<file path="config.mk">
export PLATFORM = sky130hd
export DESIGN_NAME = uart_rx_packet_decoder
export DESIGN_NICKNAME = d
export VERILOG_FILES = /design/src/rtl/uart_rx_packet_decoder.sv
export SDC_FILE = /design/constraint.sdc
export NUM_CORES = 1
export LEC_CHECK = 0
export ABC_AREA = 0
export CAP_MARGIN = 0
export CORE_MARGIN = 2
export CORE_UTILIZATION = 53
export DETAILED_ROUTE_END_ITERATION = 12
export PLACE_DENSITY_LB_ADDON = 0.12
export SYNTH_ARGS = -nofsm -noshare
export SYNTH_HDL_FRONTEND = slang
export SYNTH_SLANG_ARGS = --single-unit
</file>
<file path="constraint.sdc">
create_clock -name clk -period 2.36 [get_ports clk]
set_input_delay 0.59 -clock clk [delete_from_list [all_inputs] [get_ports clk]]
set_output_delay 0.59 -clock clk [all_outputs]
set_load 0.005 [all_outputs]
</file>
<file path="src/rtl/uart_rx_packet_decoder.sv">
// uart_rx_packet_decoder: assembles header-flagged UART byte streams into
// fixed-length packets with an optional additive checksum and issues one
// write per good packet. Headers resynchronise the decoder at any point;
// stalled packets are dropped after an inter-byte timeout. Framing,
// checksum and timeout errors are tallied in saturating counters.
module uart_rx_packet_decoder #(
  parameter int DATA_BYTES     = 4,
  parameter int ADDR_WIDTH     = 8,
  parameter int CHECKSUM_EN    = 1,
  parameter int TIMEOUT_CYCLES = 100000,
  parameter int CNT_WIDTH      = 16
) (
  input  logic                    clk,
  input  logic                    rstn,
  input  logic [8:0]              in_data,
  input  logic                    in_valid,
  output logic                    in_ready,
  output logic [ADDR_WIDTH-1:0]   wr_addr,
  output logic [8*DATA_BYTES-1:0] wr_data,
  output logic                    wr_valid,
  input  logic                    wr_ready,
  input  logic                    err_clear,
  output logic [CNT_WIDTH-1:0]    err_sync_cnt,
  output logic [CNT_WIDTH-1:0]    err_chk_cnt,
  output logic [CNT_WIDTH-1:0]    err_timeout_cnt
);

  localparam int DW    = 8 * DATA_BYTES;
  localparam bit TO_EN = (TIMEOUT_CYCLES != 0);
  // gap counter only has to reach TIMEOUT_CYCLES-1
  localparam int GW    = (TIMEOUT_CYCLES >= 2) ? $clog2(TIMEOUT_CYCLES) : 1;
  localparam logic [GW-1:0] GAP_LAST = GW'((TIMEOUT_CYCLES > 0) ? TIMEOUT_CYCLES - 1 : 0);
  localparam logic [3:0]    CNT_LAST = 4'(DATA_BYTES - 1);

  typedef enum logic [1:0] {S_IDLE, S_DATA, S_CHK, S_OUT} state_t;

  state_t          state;
  logic [7:0]      sum;
  logic [3:0]      cnt;
  logic [GW-1:0]   gap;
  logic            acc, hdr, in_pkt, timeout;
  logic [7:0]      b;
  logic            inc_sync, inc_chk, inc_to;

  assign in_ready = (state != S_OUT);
  assign acc      = in_valid & in_ready;
  assign hdr      = in_data[8];
  assign b        = in_data[7:0];
  assign in_pkt   = (state == S_DATA) || (state == S_CHK);
  // an accepted byte in the timeout cycle takes precedence
  assign timeout  = TO_EN && in_pkt && !acc && (gap == GAP_LAST);

  // error event decode for the counters
  always_comb begin
    inc_sync = acc && (((state == S_IDLE) && !hdr) || (in_pkt && hdr));
    inc_chk  = acc && (state == S_CHK) && !hdr && (b != sum);
    inc_to   = timeout;
  end

  // packet FSM: framing, payload shift, checksum, output hold
  always_ff @(posedge clk or negedge rstn) begin
    if (!rstn) begin
      state    <= S_IDLE;
      sum      <= '0;
      cnt      <= '0;
      wr_addr  <= '0;
      wr_data  <= '0;
      wr_valid <= 1'b0;
    end else begin
      case (state)
        S_IDLE: begin
          if (acc && hdr) begin
            wr_addr <= b[ADDR_WIDTH-1:0];
            sum     <= b;
            cnt     <= '0;
            state   <= S_DATA;
          end
        end
        S_DATA, S_CHK: begin
          if (acc && hdr) begin
            // header mid-packet: restart on this byte
            wr_addr <= b[ADDR_WIDTH-1:0];
            sum     <= b;
            cnt     <= '0;
            state   <= S_DATA;
          end else if (acc && (state == S_DATA)) begin
            wr_data <= DW'({wr_data, b});
            sum     <= sum + b;
            cnt     <= cnt + 4'd1;
            if (cnt == CNT_LAST) begin
              if (CHECKSUM_EN != 0) begin
                state <= S_CHK;
              end else begin
                state    <= S_OUT;
                wr_valid <= 1'b1;
              end
            end
          end else if (acc) begin
            if (b == sum) begin
              state    <= S_OUT;
              wr_valid <= 1'b1;
            end else begin
              state <= S_IDLE;
            end
          end else if (timeout) begin
            state <= S_IDLE;
          end
        end
        S_OUT: begin
          if (wr_ready) begin
            wr_valid <= 1'b0;
            state    <= S_IDLE;
          end
        end
        default: state <= S_IDLE;
      endcase
    end
  end

  // inter-byte gap counter, live only inside a packet
  always_ff @(posedge clk or negedge rstn) begin
    if (!rstn)                  gap <= '0;
    else if (!in_pkt || acc || timeout) gap <= '0;
    else                        gap <= gap + GW'(1);
  end

  function automatic logic [CNT_WIDTH-1:0] bump(input logic [CNT_WIDTH-1:0] c,
                                                input logic inc, input logic clr);
    if (clr)                return '0;
    if (inc && (c != '1))   return c + CNT_WIDTH'(1);
    return c;
  endfunction

  // saturating error counters, clear wins over increment
  always_ff @(posedge clk or negedge rstn) begin
    if (!rstn) begin
      err_sync_cnt    <= '0;
      err_chk_cnt     <= '0;
      err_timeout_cnt <= '0;
    end else begin
      err_sync_cnt    <= bump(err_sync_cnt,    inc_sync, err_clear);
      err_chk_cnt     <= bump(err_chk_cnt,     inc_chk,  err_clear);
      err_timeout_cnt <= bump(err_timeout_cnt, inc_to,   err_clear);
    end
  end

endmodule

</file>
Word-level counts from Yosys, hierarchy flattened
Cells that the tools add are included.
{"block": "totals", "regBits": 120, "input_bits": 14, "output_inout_bits": 90, "word_cells": 112}
{"block": "op_classes", "n_addsub": 6, "n_eq_ne": 20, "n_mux": 41, "bitwise_logic": 2, "reduce_logical": 33}
{"cell": "$mux W16", "count": 10}
{"cell": "$add A16 B1 Y16 const B", "count": 3}
{"cell": "$ne A16 B16 Y1 const B", "count": 3}
{"cell": "$mux W8", "count": 3}
{"cell": "$add A17 B1 Y17 const B", "count": 1}
{"cell": "$eq A17 B17 Y1 const B", "count": 1}
{"cell": "$mux W17", "count": 1}
{"cell": "$mux W2", "count": 8}
{"cell": "$pmux W8 S2", "count": 1}
{"cell": "$logic_and A1 B1 Y1", "count": 13}
{"cell": "$mux W1", "count": 12}
{"cell": "$mux W4", "count": 3}
{"cell": "$ne A2 B2 Y1 const B", "count": 6}
{"cell": "$reduce_bool A2 Y1", "count": 5}
{"cell": "$add A8 B8 Y8", "count": 1}
{"cell": "$eq A8 B8 Y1", "count": 1}
{"cell": "$ne A8 B8 Y1", "count": 1}
{"cell": "$pmux W4 S2", "count": 1}
{"cell": "$pmux W2 S3", "count": 1}
{"cell": "$reduce_and A3 Y1", "count": 2}
{"cell": "$reduce_and A6 Y1", "count": 1}
{"cell": "$ne A5 B5 Y1 const B", "count": 1}
{"cell": "$add A4 B1 Y4 const B", "count": 1}
{"cell": "$eq A2 B2 Y1 const B", "count": 2}
{"cell": "other kinds (15)", "count": 20}

Depth between registers and ports, before layout
{"block": "depth", "ltp_word": 10, "mapped_depth": 9, "depth_no_buf": 9}

Worst setup path after synthesis
OpenSTA, ideal clock, no wires.
{"block": "synth_path", "path_kind": "in2reg", "from": "in in_data[5]", "to": "reg err_chk_cnt[4]", "t_arrival_ns": 2.082, "path_slack_ns": 0.146, "path_stages": 8, "path_buffers": 1, "path_cell_list": "ha_1 nor4_1 a31oi_1 o31a_1 buf_2 and3_1 xnor2_1 nor2_1"}
{"block": "synth_via", "elab_chain_cells": 6, "elab_cells_between_ends": 9, "classes_between": "eq/ne (1); mux (5); reduce/logical (3)"}
{"item": "start: declaration", "line_no": "15", "text": "input logic [8:0] in_data,"}
{"item": "$ne A8 B8 Y1 *", "line_no": "56", "text": "inc_chk = acc && (state == S_CHK) && !hdr && (b != sum);"}
{"item": "$logic_and A1 B1 Y1 *", "line_no": "56"}
{"item": "$logic_and A1 B1 Y1 *", "line_no": "130", "text": "if (inc && (c != '1)) return c + CNT_WIDTH'(1);"}
{"item": "$mux W16 / $mux W1 (equally long branches)", "line_no": "130"}
{"item": "$mux W16 / $mux W1 (equally long branches)", "line_no": "131, 130"}
{"item": "$mux W16 / $reduce_bool A2 Y1 (equally long branches)"}
{"item": "end signal: assignment", "line_no": "142", "text": "err_chk_cnt <= bump(err_chk_cnt, inc_chk, err_clear);"}
{"item": "end: declaration", "line_no": "24", "text": "output logic [CNT_WIDTH-1:0] err_chk_cnt,"}
Every way passes the cells marked *; elsewhere a longest branch is shown, timed or not. The select of a mux whose other input is x is not followed.
A chain may end at the register's enable or synchronous reset.

Worst setup path in the final report
{"block": "layout_path", "from": "in in_data[5]", "to": "reg err_chk_cnt[7]"}
Same word-level chain as after synthesis.

==> flow_summary.json <==
{
  "initial_utilization_pct": 54.46,
  "finClkSkew_ns": 0.005831,
  "antenna_left": 0,
  "critPathArrivalTime_ns": 2.62,
  "grt_pass1_vias": 4771,
  "cp_slowest_cell": "clkdlybuf4s50_1",
  "syn_avg_cell_area_um2": 10.66,
  "cts_made_buffers": 17,
  "area_growth_pct": 36.24,
  "die_h_um": 109.5,
  "hold_slack_ns": 0.02937,
  "endpoint_kind": "flip-flop",
  "root_buffer": "clkbuf_8",
  "antenna_cells": 0,
  "cp_common_cell": "buf_4",
  "wl_per_cell_um": 15.53,
  "synth-edff-count": 0,
  "numPortBuffers": 103,
  "switchingPower_uw": 2128,
  "share_seq_of_total_power_pct": 36.2,
  "period_minus_slack_ns": 2.235,
  "post_drt_via_cell_ratio": 5.450,
  "reg2regPathDepth": 8,
  "required_ns": 2.75,
  "hp-class": "primary input to asynchronous set/reset pin",
  "path_class": "primary input to flip-flop",
  "power.density_nw_per_um2": 939.4,
  "setup_viol": 0,
  "outcome": "complete, no violations",
  "timing.final.hold_violations": 0,
  "finalCritPeriodShare_pct": 94.69,
  "critPathMaxFanout": 7,
  "cts_setup_buffers": 0,
  "grt_overflow": 0,
  "yosysTopAreaCell": "dfrtp_1",
  "relSlewSlack_pct": 63.97,
  "p_leak_uw": 0.003550,
  "synthArstFlopShare_pct": 100.0,
  "clk_pin_slew_ns": 0.06,
  "p_total_uw": 7556,
  "synth-main-ff-cell": "dfrtp_1",
  "final_nets": 737,
  "grt_max_degree": 49,
  "path_buf_inv": 3,
  "synth_cell_types": 51,
  "synth_nets": 586,
  "reg2reg_to": "err_timeout_cnt[14]",
  "setup_tns_ns": 0,
  "synthCells": 554,
  "p_int_uw": 5427,
  "swShare_pct": 28.17,
  "grt_pass1_wl_mm": 22.50,
  "ys_seq_area_share_pct": 50.87,
  "yosys_warnings": 0,
  "synth_area_um2": 5903,
  "cpPeakStageDelay_ns": 0.52,
  "worstMarginPinSlew_ns": 0.5372,
  "antenna_found_initial": 0,
  "clockPowerShare_pct": 34.5,
  "rsz0062_at_grt": "false",
  "synth_common_cells": "dfrtp_1 (120), nor2_1 (71), nand2_1 (43)",
  "yosysMostFrequentCell": "dfrtp_1",
  "worstReg2RegStart": "gap[0]",
  "die_w_um": 109.5,
  "cts_max_path_buffers": 2,
  "ir_drop_mv": 0.7400,
  "gp_congestion": 0.8306,
  "vias": 4671,
  "clock_sinks": 120,
  "cts_max_level": 4,
  "core_um2": 10840,
  "clock_latency_ns": 0.52,
  "drive_gt1_share_pct": 17.99,
  "maxCapViolCount": 0,
  "first_iter_violations": 338,
  "post-dp-hpwl_mm": 9.184,
  "drt_wl_total_mm": 13.31,
  "cts_tree": "built",
  "post-route-drc-count": 0,
  "yosys-top-cells-area": "dfrtp_1 (51%), mux2_2 (7.8%), xor2_1 (6.1%), nor2_1 (4.5%), ha_1 (3.6%)",
  "start_kind": "primary input",
  "crit_family": "buffers and inverters",
  "slew_violations": 0,
  "grtUsageTotal_pct": 24.11,
  "dr.pass1.iters": 5,
  "fmax_mhz": 447.5,
  "reg2reg_slack_ns": 0.15,
  "die_area_um2": 12000,
  "synth_top_area_share_pct": 50.87,
  "worstPathCellList": "clkdlybuf4s50_1 -> ha_1 -> nor4_2 -> buf_4 -> a31oi_2 -> o31a_1 -> buf_4 -> and3_1 -> xnor2_1 -> nor2_1",
  "io_pins": 104,
  "ys_ff_latch": 120,
  "row_count": 38,
  "pwr-share-comb_pct": 29.3
}
==> worst max path at each step <==
stage / start / cells past startpoint / slack (ns) / endpoint
2_1_floorplan: in_data[5] / 8 / 0.15 / err_chk_cnt[4]
3_5_place_dp: in_data[5] / 10 / -0.47 / err_chk_cnt[7]
5_1_grt: in_data[1] / 10 / 0.02 / err_chk_cnt[7]
3_3_place_gp: in_data[1] / 10 / -0.48 / err_chk_cnt[4]
6_report: in_data[5] / 10 / 0.13 / err_chk_cnt[7]
4_1_cts: in_data[5] / 10 / 0.07 / err_chk_cnt[7]
==> cell type report <==
cell class | instances | area [µm²]
Tap cell | 140 | 175.2
Clock buffer | 18 | 417.9
Multi-Input combinational cell | 404 | 2803
Sequential cell | 120 | 3003
Timing Repair Buffer | 147 | 1408
Inverter | 15 | 56.30
Clock inverter | 13 | 180.2
Fill cell | 752 | 2798
==> placed cells by master, fill, tap and decap left out, types with 7 or more instances in the layout <==
cell type / synthesis / routed
clkbuf_16: 0 / 16
xor2_1: 41 / 41
o21ai_0: 23 / 23
buf_4: 0 / 41
nand4_1: 22 / 22
a21oi_1: 18 / 18
dfrtp_1: 120 / 120
nand2_1: 43 / 43
xnor2_1: 16 / 16
mux2_2: 41 / 41
clkdlybuf4s50_1: 0 / 101
and4_1: 7 / 7
or3_1: 8 / 8
nor2_1: 71 / 71
ha_1: 17 / 17
nand3_1: 26 / 26
and3_1: 11 / 11
inv_1: 15 / 15
==> cells by family (layout without fill, tap and decap cells) <==
group | after synthesis | in the layout | synth area share (%)
and+or+nand+nor | 220 | 220 | 19.22
DFF | 120 | 120 | 50.87
AOI/OAI and AO/OA | 64 | 64 | 7.058
xor gates and xnor gates | 57 | 57 | 8.457
muxes | 45 | 45 | 8.499
buffers and inverters | 30 | 193 | 1.950
adders and majority gates | 18 | 18 | 3.942
==> timing repair <==
item                       CTS  global route
hold endpoints to repair     0             0
hold buffers                 0             0
setup endpoints to repair    1             8
gates resized for setup      1             3
pin swaps                    0             2
==> registers in the layout, indices dropped and copies added, names as in the netlist <==
| name | count |
|---|---|
| gap | 17 |
| err_chk_cnt | 16 |
| cnt | 4 |
| wr_data | 32 |
| err_sync_cnt | 16 |
| wr_addr | 8 |
| state | 2 |
| err_timeout_cnt | 16 |
| sum | 8 |
| wr_valid | 1 |
==> metal layers <==
layer | up-vias | wire (µm) | global-route usage [%] | part of all wire [%]
li1 | 2250 | - | - | -
met1 | 2318 | 5669 | 29.77 | 43
met2 | 84 | 6957 | 41.01 | 52
met3 | 19 | 472 | 5.750 | 3.5
met4 | 0 | 212 | 9.222 | 1.6
met5 | - | 0 | 0 | 0
==> power groups by stage <==
| stage | Sequential [µW] | Clock, µW | Combinational (µW) |
|---|---|---|---|
| after floorplan | 2730 | 0 | 1080 |
| after global placement | 2730 | 0 | 2130 |
| after detailed placement | 2760 | 0 | 2180 |
| after CTS | 2740 | 2660 | 2220 |
| after global routing | 2790 | 2750 | 2430 |
| final | 2730 | 2610 | 2220 |
==> through the flow <==
step | instances | worst slack (ns) | util [%] | instance area [µm²]
after floorplan | 554 | 0.1457 | - | 5903
after global placement | 826 | -0.4786 | 68.52 | 7428
after detailed placement | 826 | -0.4715 | 68.52 | 7428
after CTS | 857 | 0.06534 | 74.03 | 8025
after global routing | 857 | 0.02428 | 74.19 | 8043
final | 857 | 0.1253 | 74.19 | 8043
Power figures use the tool's default switching activity.
